<file path="config.mk">
export PLATFORM = sky130hd
export DESIGN_NAME = switch_event_scheduler
export DESIGN_NICKNAME = d
export VERILOG_FILES = /design/src/rtl/switch_event_pkg.sv /design/src/rtl/switch_debounce_cell.sv /design/src/rtl/switch_event_scheduler.sv
export SDC_FILE = /design/constraint.sdc
export NUM_CORES = 1
export LEC_CHECK = 0
export BUFFER_PORTS_ARGS = -buffer_cell sky130_fd_sc_hd__buf_2
export CORE_ASPECT_RATIO = 2
export CORE_UTILIZATION = 45
export DETAILED_ROUTE_END_ITERATION = 6
export GPL_ROUTABILITY_DRIVEN = 0
export PLACE_DENSITY_LB_ADDON = 0.25
export SLEW_MARGIN = 30
export SYNTH_ARGS = -nofsm -noshare
export SYNTH_HDL_FRONTEND = slang
export SYNTH_SLANG_ARGS = --single-unit
</file>
<file path="constraint.sdc">
create_clock -name clk -period 10.29 [get_ports clk]
set_clock_uncertainty 0.05 [all_clocks]
set_input_delay 2.058 -clock clk [delete_from_list [all_inputs] [get_ports clk]]
set_output_delay 2.058 -clock clk [all_outputs]
set_load 0.005 [all_outputs]
</file>
<file path="src/rtl/switch_event_pkg.sv">
// Shared types and constants for the switch event scheduler.
// Contents: FSM state enum, default debounce length, synchroniser depth,
// overrun counter width.
package switch_event_pkg;

    typedef enum logic [1:0] {
        S_INIT,
        S_SCAN,
        S_HOLD
    } state_e;

    localparam int unsigned DEFAULT_DEBOUNCE_CYCLES = 100000;
    localparam int unsigned SYNC_STAGES             = 2;
    localparam int unsigned OVERRUN_W               = 16;

endpackage

</file>
<file path="src/rtl/switch_debounce_cell.sv">
// One switch: two-flop synchroniser, debounce counter, stable-level flop and
// a one-cycle "done" strobe raised on the cycle the stable level is updated.
// Ports:
//   clk, rst   - clock, synchronous active-high reset
//   sw_i       - raw asynchronous switch level
//   en_i       - debounce active (scan/hold states)
//   load_i     - load stable level directly from the synchroniser (no event)
//   stable_o   - debounced level
//   done_o     - combinational strobe: stable level changes on this edge
module switch_debounce_cell
    import switch_event_pkg::*;
#(
    parameter int unsigned DEBOUNCE_CYCLES = DEFAULT_DEBOUNCE_CYCLES,
    parameter int unsigned CNT_W           = 17
) (
    input  logic clk,
    input  logic rst,
    input  logic sw_i,
    input  logic en_i,
    input  logic load_i,
    output logic stable_o,
    output logic done_o
);

    localparam logic [CNT_W-1:0] CNT_LAST = CNT_W'(DEBOUNCE_CYCLES - 1);

    logic [SYNC_STAGES-1:0] sync_q;
    logic [CNT_W-1:0]       cnt_q, cnt_d;
    logic                   stable_q, stable_d;
    logic                   sync_lvl;

    assign sync_lvl = sync_q[SYNC_STAGES-1];
    assign stable_o = stable_q;

    always_comb begin
        cnt_d    = cnt_q;
        stable_d = stable_q;
        done_o   = 1'b0;
        if (load_i) begin
            stable_d = sync_lvl;
            cnt_d    = '0;
        end else if (en_i) begin
            if (sync_lvl == stable_q) begin
                cnt_d = '0;
            end else if (cnt_q == CNT_LAST) begin
                stable_d = sync_lvl;
                cnt_d    = '0;
                done_o   = 1'b1;
            end else begin
                cnt_d = cnt_q + CNT_W'(1);
            end
        end
    end

    always_ff @(posedge clk) begin
        if (rst) begin
            sync_q   <= '0;
            cnt_q    <= '0;
            stable_q <= 1'b0;
        end else begin
            sync_q   <= {sync_q[SYNC_STAGES-2:0], sw_i};
            cnt_q    <= cnt_d;
            stable_q <= stable_d;
        end
    end

endmodule

</file>
<file path="src/rtl/switch_event_scheduler.sv">
// Debounces NUM_SW board switches, queues each stable-level change as a
// pending event and hands events one at a time to a consumer over
// valid/ready, choosing among pending switches round-robin.
// Ports:
//   clk, rst     - clock, synchronous active-high reset
//   sw_in        - raw switch levels
//   sw_stable    - debounced levels
//   ev_valid     - event presented; held with ev_index/ev_value until ev_ready
//   ev_ready     - consumer accept
//   ev_index     - switch that changed
//   ev_value     - its stable level at grant time
//   overrun_cnt  - saturating count of cycles in which a change merged into
//                  an already pending event (only with SWITCH_EVENT_OVERRUN_EN)
module switch_event_scheduler
    import switch_event_pkg::*;
#(
    parameter int unsigned NUM_SW          = 8,
    parameter int unsigned DEBOUNCE_CYCLES = DEFAULT_DEBOUNCE_CYCLES,
    parameter int unsigned CNT_W           = 17,
    parameter int unsigned IDX_W           = 3
) (
    input  logic              clk,
    input  logic              rst,
    input  logic [NUM_SW-1:0] sw_in,
    output logic [NUM_SW-1:0] sw_stable,
    output logic              ev_valid,
    input  logic              ev_ready,
    output logic [IDX_W-1:0]  ev_index,
    output logic              ev_value
`ifdef SWITCH_EVENT_OVERRUN_EN
    ,
    output logic [OVERRUN_W-1:0] overrun_cnt
`endif
);

    state_e            state_q, state_d;
    logic [1:0]        init_cnt_q, init_cnt_d;
    logic [NUM_SW-1:0] pending_q, pending_d;
    logic [IDX_W-1:0]  ptr_q, ptr_d;
    logic              ev_valid_q, ev_valid_d;
    logic [IDX_W-1:0]  ev_index_q, ev_index_d;
    logic              ev_value_q, ev_value_d;

    logic [NUM_SW-1:0] done;
    logic [NUM_SW-1:0] clr;
    logic              deb_en;
    logic              load;
    logic              grant_found;
    logic [IDX_W-1:0]  grant_idx;
    logic [IDX_W-1:0]  cand;
    int unsigned       sum;

    assign deb_en = (state_q == S_SCAN) || (state_q == S_HOLD);

    for (genvar i = 0; i < NUM_SW; i++) begin : g_cell
        switch_debounce_cell #(
            .DEBOUNCE_CYCLES(DEBOUNCE_CYCLES),
            .CNT_W          (CNT_W)
        ) u_cell (
            .clk     (clk),
            .rst     (rst),
            .sw_i    (sw_in[i]),
            .en_i    (deb_en),
            .load_i  (load),
            .stable_o(sw_stable[i]),
            .done_o  (done[i])
        );
    end

    // Round-robin search: first pending bit at or above ptr, wrapping.
    always_comb begin
        grant_found = 1'b0;
        grant_idx   = '0;
        sum         = 0;
        cand        = '0;
        for (int unsigned k = 0; k < NUM_SW; k++) begin
            sum = 32'(ptr_q) + k;
            if (sum >= NUM_SW) begin
                sum = sum - NUM_SW;
            end
            cand = IDX_W'(sum);
            if (!grant_found && pending_q[cand]) begin
                grant_found = 1'b1;
                grant_idx   = cand;
            end
        end
    end

    always_comb begin
        state_d    = state_q;
        init_cnt_d = init_cnt_q;
        ptr_d      = ptr_q;
        ev_valid_d = ev_valid_q;
        ev_index_d = ev_index_q;
        ev_value_d = ev_value_q;
        clr        = '0;
        load       = 1'b0;
        case (state_q)
            S_INIT: begin
                // Let the synchronisers fill before adopting their level.
                if (init_cnt_q == 2'(SYNC_STAGES)) begin
                    load    = 1'b1;
                    state_d = S_SCAN;
                end else begin
                    init_cnt_d = init_cnt_q + 2'd1;
                end
            end
            S_SCAN: begin
                if (grant_found) begin
                    ev_valid_d     = 1'b1;
                    ev_index_d     = grant_idx;
                    ev_value_d     = sw_stable[grant_idx];
                    clr[grant_idx] = 1'b1;
                    ptr_d          = (grant_idx == IDX_W'(NUM_SW - 1)) ? '0
                                                                       : grant_idx + IDX_W'(1);
                    state_d        = S_HOLD;
                end
            end
            S_HOLD: begin
                if (ev_ready) begin
                    ev_valid_d = 1'b0;
                    state_d    = S_SCAN;
                end
            end
            default: state_d = S_INIT;
        endcase
    end

    // Set has priority so a change landing in its own grant cycle survives.
    assign pending_d = (pending_q & ~clr) | done;

    always_ff @(posedge clk) begin
        if (rst) begin
            state_q    <= S_INIT;
            init_cnt_q <= '0;
            pending_q  <= '0;
            ptr_q      <= '0;
            ev_valid_q <= 1'b0;
            ev_index_q <= '0;
            ev_value_q <= 1'b0;
        end else begin
            state_q    <= state_d;
            init_cnt_q <= init_cnt_d;
            pending_q  <= pending_d;
            ptr_q      <= ptr_d;
            ev_valid_q <= ev_valid_d;
            ev_index_q <= ev_index_d;
            ev_value_q <= ev_value_d;
        end
    end

    assign ev_valid = ev_valid_q;
    assign ev_index = ev_index_q;
    assign ev_value = ev_value_q;

`ifdef SWITCH_EVENT_OVERRUN_EN
    logic [OVERRUN_W-1:0] overrun_q, overrun_d;
    logic                 merge_any;

    assign merge_any = |(done & pending_q & ~clr);

    always_comb begin
        overrun_d = overrun_q;
        if (merge_any && (overrun_q != '1)) begin
            overrun_d = overrun_q + OVERRUN_W'(1);
        end
    end

    always_ff @(posedge clk) begin
        if (rst) begin
            overrun_q <= '0;
        end else begin
            overrun_q <= overrun_d;
        end
    end

    assign overrun_cnt = overrun_q;
`endif

endmodule

</file>
==> flow_metrics.tcl <==
set metrics [dict create \
    placed_area_um2 9550 \
    drc 0 \
    place_inst 1367 \
    status "finished, final reports clean" \
    htree_levels 4 \
    worstSetupPathType "flip-flop to flip-flop" \
    final_area_um2 10200 \
    synthArstFlopShare_pct 0 \
    stdcell_count 1398 \
    start_util_pct 45.7 \
    finalHoldViolations 0 \
    cp_data_required_time_ns 10.58 \
    die_x_um 104 \
    antenna_found_initial 0 \
    syn-num-nets 1145 \
    wl_met2_mm 11.7 \
    syn-mean-instance-area_um2 8.31 \
    ir_worst_vdd_mv 0.0873 \
    syn-instance-count 1120 \
    clockBufferDepth 2 \
    dr.max_layer_used "met4" \
    wl_met3_um 682 \
    ctsResizeCount 0 \
    cts-buffers-inserted 17 \
    setup_tns_ns 0 \
    gr-total-overflow 0 \
    grt_setup_unrepaired "false" \
    crit_arrival_ns 4.55 \
    min-delay-path-class "flip-flop to flip-flop" \
    drt_iter0_drc 416 \
    grt.total_usage_pct 21.4 \
    post-route-period-util_pct 41.4 \
    netlist_area_um2 9310 \
    cp_max_fo 20 \
    ys_ff_latch 180 \
    clock-sinks 180 \
    synth-edff-count 0 \
    cts_tree "done" \
    setup_viol 0 \
    grt_pass1_wl_mm 36.7 \
    startpoint_type "flip-flop" \
    cts_setup_buffers 0 \
    period_needed_ns 4.26 \
    layout_commonest_cell "nor2_1" \
    via_per_inst 5.60 \
    ys_seq_area_share_pct 38.7 \
    placeableCoreArea_um2 20400 \
    crit_path_end_kind "flip-flop" \
    synth_warnings 0 \
    place.port_buffers 23 \
    ff2ff_setup_slack_ns 6.03 \
    grt_max_degree 82 \
    maxCapViolCount 0 \
    drive_gt1_share_pct 7.95 \
    layout.nets 1145 \
    leakage_nw 3.52 \
    wl_met1_mm 8.62 \
    antenna_cells 0 \
    die_area_um2 21300 \
    grt_pass1_vias 7734 \
    routed_wl_mm 21.8 \
    vias 7832 \
    ctsHoldBuffers 0 \
    synth-main-ff-cell "dfxtp_1" \
    postRouteAntennaNets 0 \
    ios 24 \
    power_density_nw_per_um2 165 \
    rows 74 \
    max_slew_margin_pct 42.9 \
    die_h_um 205 \
    dp_hpwl_mm 15.8 \
    fmaxAchievable_ghz 0.235 \
    wire_per_inst_um 15.6 \
    insertion_delay_ns 0.44 \
    clk_pin_slew_ns 0.07 \
    final_cell_mix "nor2_1, dfxtp_1, nand2_1" \
    synth_cell_types 79 \
    worst_pin_slew_ns 0.857 \
    maxSlewViolCount 0 \
    cts-root-buf "clkbuf_16" \
    syn_to_final_growth_pct 9.43 \
    drt-pass1-iter-count 5 \
]
-- Yosys cell counts (all sizes together), types with 3 or more instances --
library cell / instances / area share [%]
or2: 6 / 0.43
and2: 5 / 0.34
nand3: 47 / 2.5
o21bai: 3 / 0.24
nand3b: 4 / 0.32
xnor2: 38 / 3.7
dfxtp: 180 / 39
mux2i: 20 / 2.2
mux4: 7 / 1.7
buf: 24 / 1.7
nor4: 13 / 0.87
clkbuf: 20 / 0.81
xor2: 72 / 6.9
nor2: 183 / 7.4
and3: 26 / 1.8
nor4b: 11 / 1.0
a31oi: 3 / 0.20
and4: 3 / 0.28
o221ai: 3 / 0.35
nand2: 115 / 4.6
o31ai: 3 / 0.24
mux2: 4 / 0.56
a211oi: 8 / 0.78
a21oi: 62 / 3.3
nand4: 42 / 2.8
nand4b: 12 / 1.1
ha: 14 / 1.9
a21boi: 3 / 0.24
or3: 10 / 0.67
inv: 17 / 0.69
nor3: 22 / 1.2
nand2b: 24 / 1.7
nor2b: 27 / 1.8
a21o: 8 / 0.64
a32oi: 3 / 0.28
o21ai: 46 / 2.6
-- final timing paths --
check / startpoint / end / cells after the start
setup / recovery: ptr_q[0]$_SDFFE_PP0P_ / pending_q[6]$_SDFF_PP0_ / 11
hold / removal: g_cell[3].u_cell.sync_q[0]$_SDFF_PP0_ / g_cell[3].u_cell.sync_q[1]$_SDFF_PP0_ / 1
setup reg to reg: ptr_q[0]$_SDFFE_PP0P_ / pending_q[6]$_SDFF_PP0_ / 11
hold reg to reg: g_cell[3].u_cell.sync_q[0]$_SDFF_PP0_ / g_cell[3].u_cell.sync_q[1]$_SDFF_PP0_ / 1
-- worst max-delay path, stage by stage (launching register included) --
cell	delay (ns)
dfxtp_1	0.82
inv_1	0.25
ha_1	0.67
mux2i_1	0.46
a2bb2oi_1	0.12
a211o_1	0.33
a21bo_4	0.27
nor3_1	0.40
o32ai_4	0.17
nor3_1	0.28
a21oi_1	0.11
a31o_1	0.21
-- stage by stage --
stage	utilization (%)	worst slack [ns]	hold WS [ns]	total power, W
after global placement	46.9	6.17	0.366	0.000977
after floorplan	-	6.71	0.364	0.000927
after global routing	50.0	5.68	0.406	0.00175
final	50.0	6.03	0.386	0.00168
after detailed placement	46.9	6.03	0.373	0.000979
after CTS	50.0	6.01	0.389	0.00170
-- metal layers --
metal,up-vias,GRT usage [%]
met5,-,0
met4,0,11.4
met3,59,3.74
met2,149,40.5
met1,3718,22.2
li1,3906,-
-- area by class of cell --
| class | instances | area, um^2 |
|---|---|---|
| Fill cell | 2013 | 10200 |
| Sequential cell | 180 | 3600 |
| Inverter | 17 | 63.8 |
| Multi-Input combinational cell | 879 | 5420 |
| Timing Repair Buffer | 25 | 130 |
| Clock inverter | 13 | 204 |
| Tap cell | 266 | 333 |
| Clock buffer | 18 | 439 |
-- logic make-up (layout without fill, tap and decap cells) --
family / after synthesis / after routing / synth area share, %
simple gates: 556 / 556 / 29.6
mux: 31 / 31 / 4.45
xor+xnor: 110 / 110 / 10.5
fa+ha+maj: 14 / 14 / 1.88
flops: 180 / 180 / 38.7
compound gates: 168 / 168 / 11.7
buf+inv: 61 / 73 / 3.16
-- report_power, final --
| part | internal (W) | switching (W) |
|---|---|---|
| Sequential | 0.000715 | 0.0000188 |
| Combinational | 0.0000632 | 0.000164 |
| Clock | 0.000436 | 0.000283 |
-- flip-flops by register name (all words and copies together), names as in the netlist --
name                    cells
init_cnt_q                  2
ev_index                    3
state_q                     2
ev_valid                    1
ptr_q                       3
g_cell.u_cell.stable_o      8
g_cell.u_cell.cnt_q       136
ev_value                    1
g_cell.u_cell.sync_q       16
pending_q                   8
No activity file was read; power rests on OpenSTA's default activity.
